### config.mk
export PLATFORM = sky130hd
export DESIGN_NAME = rcv_packet_ctrl
export DESIGN_NICKNAME = d
export VERILOG_FILES = /design/src/rtl/rcv_packet_ctrl.sv
export SDC_FILE = /design/constraint.sdc
export NUM_CORES = 1
export LEC_CHECK = 0
export ABC_AREA = 0
export BUFFER_PORTS_ARGS = -buffer_cell sky130_fd_sc_hd__buf_2
export CELL_PAD_IN_SITES_DETAIL_PLACEMENT = 0
export CELL_PAD_IN_SITES_GLOBAL_PLACEMENT = 1
export CORE_MARGIN = 2
export CORE_UTILIZATION = 45
export DETAILED_ROUTE_END_ITERATION = 16
export GPL_TIMING_DRIVEN = 0
export PLACE_DENSITY = 0.84
export SYNTH_ARGS = -nofsm -noshare
export SYNTH_HDL_FRONTEND = slang
export SYNTH_SLANG_ARGS = --single-unit
### constraint.sdc
create_clock -name clk -period 4.9 [get_ports clk]
set_clock_uncertainty 0.15 [all_clocks]
set_input_delay 0.98 -clock clk [delete_from_list [all_inputs] [get_ports clk]]
set_output_delay 0.98 -clock clk [all_outputs]
set_load 0.005 [all_outputs]
### src/rtl/rcv_packet_ctrl.sv
// Receive packet controller: checks the sync byte, gates payload writes into the
// downstream FIFO, counts payload bytes and latches the first error of each packet.
module rcv_packet_ctrl #(
  parameter int unsigned       DATA_W       = 8,
  parameter logic [DATA_W-1:0] SYNC_PATTERN = 8'h80,
  parameter int unsigned       MAX_BYTES    = 64,
  parameter int unsigned       TIMEOUT_CYC  = 255,
  parameter int unsigned       CNT_W        = $clog2(MAX_BYTES + 1)
) (
  input  logic              clk,
  input  logic              rst,
  input  logic              d_edge,
  input  logic              eop,
  input  logic              shift_enable,
  input  logic [DATA_W-1:0] rcv_data,
  input  logic              byte_received,
  input  logic              fifo_full,
  output logic              rcving,
  output logic              w_enable,
  output logic              r_error,
  output logic [2:0]        err_code,
  output logic [CNT_W-1:0]  byte_count,
  output logic              pkt_done
);

  localparam int unsigned TMO_W = $clog2(TIMEOUT_CYC + 1);
  localparam logic [TMO_W-1:0] TMO_LIMIT = TMO_W'(TIMEOUT_CYC);
  localparam logic [CNT_W-1:0] CNT_LIMIT = CNT_W'(MAX_BYTES);

  localparam logic [2:0] ERR_NONE     = 3'b000;
  localparam logic [2:0] ERR_BAD_SYNC = 3'b001;
  localparam logic [2:0] ERR_EARLY    = 3'b010;
  localparam logic [2:0] ERR_OVERFLOW = 3'b011;
  localparam logic [2:0] ERR_FULL     = 3'b100;
  localparam logic [2:0] ERR_TIMEOUT  = 3'b101;

  typedef enum logic [3:0] {
    IDLE,
    SYNC_WAIT,
    SYNC_CHECK,
    RECEIVE,
    STORE,
    SHIFT_WAIT,
    DONE,
    ERR_DISCARD,
    ERR_HOLD
  } state_t;

  state_t           state;
  logic [TMO_W-1:0] tmo_cnt;
  logic             tmo_active;
  logic             timeout;
  logic             eop_strobe;

  assign tmo_active = (state == SYNC_WAIT) || (state == RECEIVE);
  assign timeout    = (tmo_cnt == TMO_LIMIT);
  assign eop_strobe = eop && shift_enable;

  // Outputs decode straight from the state register so reset clears them at once.
  assign rcving   = (state == SYNC_WAIT) || (state == SYNC_CHECK) || (state == RECEIVE) ||
                    (state == STORE) || (state == SHIFT_WAIT) || (state == ERR_DISCARD);
  assign w_enable = (state == STORE) && !fifo_full;
  assign r_error  = (state == ERR_DISCARD) || (state == ERR_HOLD);

  always_ff @(posedge clk or posedge rst) begin
    if (rst) begin
      state      <= IDLE;
      byte_count <= '0;
      err_code   <= ERR_NONE;
      tmo_cnt    <= '0;
      pkt_done   <= 1'b0;
    end else begin
      pkt_done <= 1'b0;

      // Bus-idle timer: any data-line transition restarts it; it saturates at the limit.
      if (d_edge) begin
        tmo_cnt <= '0;
      end else if (tmo_active && !timeout) begin
        tmo_cnt <= tmo_cnt + 1'b1;
      end

      unique case (state)
        IDLE: begin
          if (d_edge) begin
            state      <= SYNC_WAIT;
            byte_count <= '0;
            err_code   <= ERR_NONE;
          end
        end
        SYNC_WAIT: begin
          if (timeout) begin
            state    <= ERR_HOLD;
            err_code <= ERR_TIMEOUT;
          end else if (byte_received) begin
            state <= SYNC_CHECK;
          end
        end
        SYNC_CHECK: begin
          if (rcv_data == SYNC_PATTERN) begin
            state <= RECEIVE;
          end else begin
            state    <= ERR_DISCARD;
            err_code <= ERR_BAD_SYNC;
          end
        end
        RECEIVE: begin
          if (eop_strobe) begin
            state    <= ERR_DISCARD;
            err_code <= ERR_EARLY;
          end else if (timeout) begin
            state    <= ERR_HOLD;
            err_code <= ERR_TIMEOUT;
          end else if (byte_received) begin
            if (byte_count == CNT_LIMIT) begin
              state    <= ERR_DISCARD;
              err_code <= ERR_OVERFLOW;
            end else begin
              state <= STORE;
            end
          end
        end
        STORE: begin
          if (fifo_full) begin
            state    <= ERR_DISCARD;
            err_code <= ERR_FULL;
          end else begin
            state      <= SHIFT_WAIT;
            byte_count <= byte_count + 1'b1;
          end
        end
        SHIFT_WAIT: begin
          if (shift_enable) begin
            if (eop) begin
              state    <= DONE;
              pkt_done <= 1'b1;
            end else begin
              state <= RECEIVE;
            end
          end
        end
        DONE: begin
          if (d_edge) begin
            state <= IDLE;
          end
        end
        ERR_DISCARD: begin
          if (eop_strobe) begin
            state <= ERR_HOLD;
          end
        end
        ERR_HOLD: begin
          if (d_edge) begin
            state      <= SYNC_WAIT;
            byte_count <= '0;
            err_code   <= ERR_NONE;
          end
        end
        default: begin
          state <= IDLE;
        end
      endcase
    end
  end

endmodule

[Word-level counts from Yosys, hierarchy flattened]
Index checks and enable logic that the tools add are counted.
Operators by class
  equal/unequal tests: 22
  multiplexer cells: 31
  reductions and logical operators: 20
  $add $sub $neg: 2
Operators with widths (number)
  two-way mux 4 bit: 9
  case mux 4 bit (8 select lines): 1
  two-way mux 3 bit: 10
  == test 4 x 3 -> 1 bit, second input constant: 4
  == test 8 bit, second input constant: 2
  two-way mux 8 bit: 2
  case mux 3 bit (5 select lines): 1
  two-way mux 7 bit: 2
  != test 2 bit, second input constant: 7
  case mux 7 bit (2 select lines): 1
  adder 8 x 1 -> 8 bit, second input constant: 1
  == test 4 x 2 -> 1 bit, second input constant: 2
  adder 7 x 1 -> 7 bit, second input constant: 1
  == test 7 bit, second input constant: 1
  logical OR 1 bit: 7
  AND reduction 7 bit: 1
  AND reduction 6 bit: 1
  nonzero test 5 bit: 1
  == test 4 x 1 -> 1 bit, second input constant: 1
  == test 4 bit, second input constant: 1
  logical NOT 4 bit: 1
  two-way mux 2 bit: 2
  != test 4 x 3 -> 1 bit, second input constant: 1
  != test 4 bit, second input constant: 1
  8 further kinds: 14
Storage, ports and cells
  flip-flop bits (word level): 23
  logic and storage cells: 80
  output and inout port bits: 14
  input bits: 15

[Longest topological paths before layout]
Gate-level depths: netlist of run 1.
  word-level depth: 6
  depth in mapped cells: 7
  gate-level depth less buffers: 7

[Worst setup path after synthesis of run 1]
Ideal clock, no wire load.
  path kind: input to output
  start point: input fifo_full
  end point: output w_enable
  stages on the path: 1
  path buffers: 0
  slack: 2.424 ns
  data arrival time: 1.346 ns
  required time: 3.770 ns
  cells stage by stage: nor4_2
Between the ends
  longest elaborated chain between the ends: 2
RTL lines
  start: declaration: line 17  | input logic fifo_full,
  logical NOT 1 bit: line 62  | assign w_enable = (state == STORE) && !fifo_full;
  logical AND 1 bit: line 62
  end: declaration: line 19  | output logic w_enable,
Every way passes these cells.

[Final worst setup path of run 1]
  start point: register state[0]
  end point: output w_enable
Between the ends
  longest elaborated chain between the ends: 2
RTL lines
  start: declaration: line 49  | state_t state;
  start signal: assignment: line 67  | state <= IDLE;
  start signal: assignment: line 85  | state <= SYNC_WAIT;
  start signal: assignment: line 92  | state <= ERR_HOLD;
  == test 4 x 3 -> 1 bit: line 62
  logical AND 1 bit: line 62
Every way passes these cells.

==> results_dict.tcl, run 1 <==
set metrics [dict create \
    leakage_nw 0.754 \
    synthArstFlopShare_pct 100 \
    grt_pass1_wl_um 5510 \
    start_kind "register" \
    start_util_pct 48.3 \
    insertion_delay_ps 320 \
    synth-edff-count 0 \
    dr.pass1.iters 4 \
    nFillCells 309 \
    tritoncts.num_buffers 3 \
    num_rows 20 \
    cp.arrival_ps 1830 \
    wl_um 3340 \
    drive_gt1_share_pct 27.7 \
    antenna_left 0 \
    endpoint_kind "output pin" \
    ir_drop_mv 0.359 \
    cts-root-buf "clkbuf_4" \
    grt_max_degree 24 \
    reg2reg_slack_ps 2870 \
    die_height_um 61.7 \
    ys_types 52 \
    fmax_ghz 0.337 \
    ctsResizeCount 0 \
    vias 1326 \
    fin_total_pwr_uw 922 \
    grt_overflow 0 \
    hold_start "err_code[0]" \
    fin_nets 210 \
    min_path_cells 1 \
    synth_cells 159 \
    crit_type "reg -> out" \
    core_area_um2 3100 \
    track_usage_pct 19.3 \
    final-seq-area_um2 576 \
    tns_ps 0 \
    place_hpwl_um 2610 \
    hold_path.class "reg -> reg" \
    setup_viol 0 \
    path_clk_slew_ps 140 \
    yosysWarnings 0 \
    synth_area_um2 1500 \
    viasPerCell 5.64 \
    ios 29 \
    finalCriticalPeriod_ps 2960 \
    syn_to_final_growth_pct 14.9 \
    cts_tree "yes" \
    cts_sinks 23 \
    wire_per_inst_um 14.2 \
    powerDensity_nw_per_um2 536 \
    hold_buffers 0 \
    reg2reg_from "byte_count[0]" \
    synth_nets 177 \
    die_area_um2 3810 \
    tightest_slew_ps 831 \
    rsz0062_at_grt "no" \
    slew_viol_final 0 \
    htreeDepth 1 \
    drc 0 \
    gp_congestion 0.940 \
    clock_path_buffers 2 \
    synth_area_per_cell_um2 9.43 \
    detail_route.iter0.violations 98 \
    synthFlopType "dfrtp_1" \
    min_to "err_code[0]" \
    seq_area_frac_synth_pct 38.4 \
    synth-seq-cells 23 \
    maxSlewHeadroom_pct 44.6 \
    postCtsSetupBuffers 0 \
    timing.final.crit_share_pct 60.5 \
    whs_ps 370 \
    die_w_um 61.7 \
    hold_viol 0 \
    grt_pass1_vias 1231 \
    status "complete, no violations" \
    required_ps 3770 \
    cp_max_fo 10 \
    maxCapViolations 0 \
    n_antenna_cell 0 \
    reg2reg_to "err_code[2]" \
    multiInputGateArea_um2 857 \
    timing.reg2reg.worst_path_depth 7 \
    portBuffers 28 \
    antenna_found_initial 0 \
]
cell usage in the layout (no fill, tap or decap), types with 2 or more instances in the layout:
cell type and count:
nor4_2 2, clkbuf_4 3, nand3_1 4, a32oi_1 2, nor3b_2 2, xnor2_1 6, o211ai_1 3, buf_2 30
ha_1 3, nor4_1 2, nor2b_1 4, mux2_4 3, mux2_2 2, clkbuf_1 2, nand2_1 13, inv_1 7
xor2_1 3, a31oi_1 2, nor2_1 17, o31a_1 3, nor3_1 6, nand2b_1 2, dfrtp_1 23, nand4_1 5
o21ai_2 2, o21ai_0 6, a21oi_1 7
how the worst max path moves through the flow:
stage / end / from
finish: w_enable / state[0]
global placement: w_enable / fifo_full
CTS: w_enable / state[0]
global route: w_enable / state[0]
detailed placement: w_enable / fifo_full
floorplan: w_enable / fifo_full
synth_stat cells, drive strengths merged (2+ instances only):
library cell / count / area share, %
o31a: 3 / 1.8
a31oi: 2 / 0.83
nor2: 17 / 4.3
nand3: 4 / 1.3
nor2b: 4 / 1.7
inv: 8 / 2.0
o21ai: 9 / 3.5
a21oi: 7 / 2.3
mux2: 6 / 5.3
a32oi: 2 / 1.2
xor2: 3 / 1.8
nor3b: 2 / 1.7
buf: 4 / 1.9
clkbuf: 2 / 0.50
ha: 3 / 2.5
xnor2: 6 / 3.5
nor4: 4 / 2.5
nand2: 13 / 3.3
nor3: 7 / 3.1
nand2b: 2 / 0.83
nand4: 6 / 2.9
dfrtp: 23 / 38
o211ai: 3 / 1.5
cell type report:
type,instances,area share (%)
multi-input cells,122,49.8
inverters,8,1.74
flip-flops and latches,23,33.4
clock inverters,1,0.291
well taps,44,3.20
clock buffers,3,1.31
plain buffers,6,2.11
repair buffers,28,8.14
worst max-delay path: stages, from the launching register on:
cell	delay, ps
dfrtp_1	390
buf_4	170
clkbuf_1	230
nor4_2	510
buf_2	200
metal layers:
metal,GRT usage [%],vias up,share of wire [%]
met5,0,-,0
met4,7.60,0,1.6
met3,2.90,8,4.2
met2,31.1,42,48
met1,26.0,623,46
li1,-,653,-
report_power, final:
group	internal, mW	total, mW	switching [mW]	leakage [nW]
registers	0.234	0.274	0.0400	0.308
clock network	0.0306	0.0925	0.0619	0.0177
logic	0.252	0.556	0.304	0.428
total	0.517	0.922	0.406	0.754
kinds of logic (layout without fill, tap and decap cells):
family	Yosys count	after routing	share of synthesized area (%)
adders and majority gates	3	3	2.50
buffers and inverters	14	46	4.42
and+or+nand+nor	65	65	25.0
muxes	7	7	5.93
xor gates and xnor gates	9	9	5.26
AOI/OAI and AO/OA	38	38	18.5
DFF	23	23	38.4
through the flow:
stage               util [%]  worst slack (ps)  instances  cell area (um2)
floorplan                  -              2420        159             1500
global placement        54.6              2060        231             1690
detailed placement      54.6              2010        231             1690
CTS                     55.5              1920        235             1720
global route            55.5              1800        235             1720
finish                  55.5              1940        235             1720
sequential cells by signal (all words and copies together), names as in the netlist:
signal	cells
byte_count	7
pkt_done	1
tmo_cnt	8
state	4
err_code	3
No activity file was read; power rests on OpenSTA's default activity.
==> inputs of run 2 (changes only) <==
--- a/config.mk
+++ b/config.mk
@@ -10,10 +10,10 @@
 export CELL_PAD_IN_SITES_DETAIL_PLACEMENT = 0
 export CELL_PAD_IN_SITES_GLOBAL_PLACEMENT = 1
 export CORE_MARGIN = 2
-export CORE_UTILIZATION = 45
+export CORE_UTILIZATION = 41
 export DETAILED_ROUTE_END_ITERATION = 16
 export GPL_TIMING_DRIVEN = 0
-export PLACE_DENSITY = 0.84
+export PLACE_DENSITY = 0.77
 export SYNTH_ARGS = -nofsm -noshare
 export SYNTH_HDL_FRONTEND = slang
 export SYNTH_SLANG_ARGS = --single-unit
==> constraint.sdc (replaced) <==
create_clock -name clk -period 3.05 [get_ports clk]
set_clock_uncertainty 0.15 [all_clocks]
set_input_delay 0.61 -clock clk [delete_from_list [all_inputs] [get_ports clk]]
set_output_delay 0.61 -clock clk [all_outputs]
set_load 0.005 [all_outputs]
==> results_dict.tcl, run 2 (same netlist as run 1, synthesis figures left out) <==
set metrics [dict create \
    status "complete, no violations" \
    rsz0062_at_grt "no" \
    crit_type "reg -> out" \
    antenna_found_initial 0 \
    fmax_ghz 0.384 \
    setup_viol 0 \
    path_clk_slew_ps 140 \
    detail_route.iter0.violations 67 \
    n_antenna_cell 0 \
    regMostFlops "tmo_cnt" \
    cts_sinks 23 \
    num_rows 21 \
    powerDensity_nw_per_um2 858 \
    wire_per_inst_um 14.8 \
    clock_path_buffers 2 \
    maxCapViolations 0 \
    hold_buffers 0 \
    viasPerCell 5.55 \
    hold_viol 0 \
    grt_overflow 0 \
    multiInputGateArea_um2 857 \
    leakage_nw 0.754 \
    endpoint_kind "output pin" \
    hold_path.class "in -> async" \
    maxSlewHeadroom_pct 42.1 \
    antenna_left 0 \
    drc 0 \
    postCtsSetupBuffers 0 \
    slew_viol_final 0 \
    track_usage_pct 18.3 \
    tritoncts.num_buffers 3 \
    die_w_um 64.5 \
    final-seq-area_um2 576 \
    timing.final.crit_share_pct 85.4 \
    reg.largest.list "tmo_cnt x8, byte_count x7, state x4" \
    cts_tree "yes" \
    place_ws_ps 814 \
    htreeDepth 1 \
    ir_drop_mv 0.369 \
    portBuffers 28 \
    cp_max_fo 10 \
    largest_reg_flops 8 \
    ctsResizeCount 0 \
    tns_ps 0 \
    final_common_cell "buf_2" \
    die_area_um2 4160 \
    ios 29 \
    grt_pass1_vias 1228 \
    core_area_um2 3420 \
    die_height_um 64.5 \
    tightest_slew_ps 868 \
    wl_um 3520 \
    cp.arrival_ps 1850 \
    cts-root-buf "clkbuf_4" \
    syn_to_final_growth_pct 15.0 \
    start_util_pct 43.9 \
    place_hpwl_um 2600 \
    grt_pass1_wl_um 6000 \
    final_cell_mix "buf_2 (30), dfrtp_1 (23), nor2_1 (17)" \
    dr.pass1.iters 4 \
    start_kind "register" \
    timing.final.ws_setup_ps 444 \
    grt_max_degree 24 \
    required_ps 2290 \
    finalCriticalPeriod_ps 2610 \
    final_area_um2 1720 \
    insertion_delay_ps 310 \
    vias 1316 \
    place_area_um2 1700 \
    gp_congestion 0.890 \
    fin_nets 210 \
    nFillCells 327 \
    drive_gt1_share_pct 27.7 \
]
-- run 2: critical path: stages, from the launching register on --
cell      delay (ps)
dfrtp_1          380
buf_4            170
clkbuf_1         240
nor4_2           530
buf_2            200
-- run 2: path summary, 6_finish.rpt --
check | slack (ps) | cells past startpoint | endpoint | from
max | 440 | 4 | w_enable | state[0]
min | 300 | 2 | byte_count[6] | rst
max reg2reg | 980 | 7 | err_code[0] | byte_count[0]
min reg2reg | 370 | 1 | err_code[0] | err_code[0]
max in group asynchronous | 1920 | 2 | state[1] | rst
min in group clk | 370 | 1 | err_code[0] | err_code[0]
-- run 2: through the flow --
stage / power (mW) / hold slack (ps) / std cells / utilization [%]
floorplan: 1.12 / 356 / 159 / -
global route: 1.61 / 360 / 237 / 50.5
finish: 1.48 / 299 / 237 / 50.5
detailed placement: 1.33 / 347 / 233 / 49.7
global placement: 1.33 / 343 / 233 / 49.7
CTS: 1.49 / 334 / 237 / 50.5
-- run 2: where the power goes --
part / leakage, nW / internal [mW] / switching (mW)
clock network: 0.0177 / 0.0490 / 0.0951
registers: 0.308 / 0.376 / 0.0662
logic: 0.428 / 0.405 / 0.487
-- run 2: metal layers --
| metal | global-route usage, % | vias to the layer above | part of all wire, % |
|---|---|---|---|
| met5 | 0 | - | 0 |
| met4 | 3.99 | 0 | 0.82 |
| met3 | 3.30 | 2 | 4.9 |
| met2 | 31.1 | 38 | 48 |
| met1 | 24.4 | 625 | 46 |
| li1 | - | 651 | - |
-- run 2: final cells by class --
type | count | area share [%]
Clock buffer | 3 | 1.31
Clock inverter | 1 | 0.290
Multi-Input combinational cell | 122 | 49.7
Tap cell | 46 | 3.34
Sequential cell | 23 | 33.4
Buffer | 6 | 2.10
Timing Repair Buffer | 28 | 8.13
Inverter | 8 | 1.74
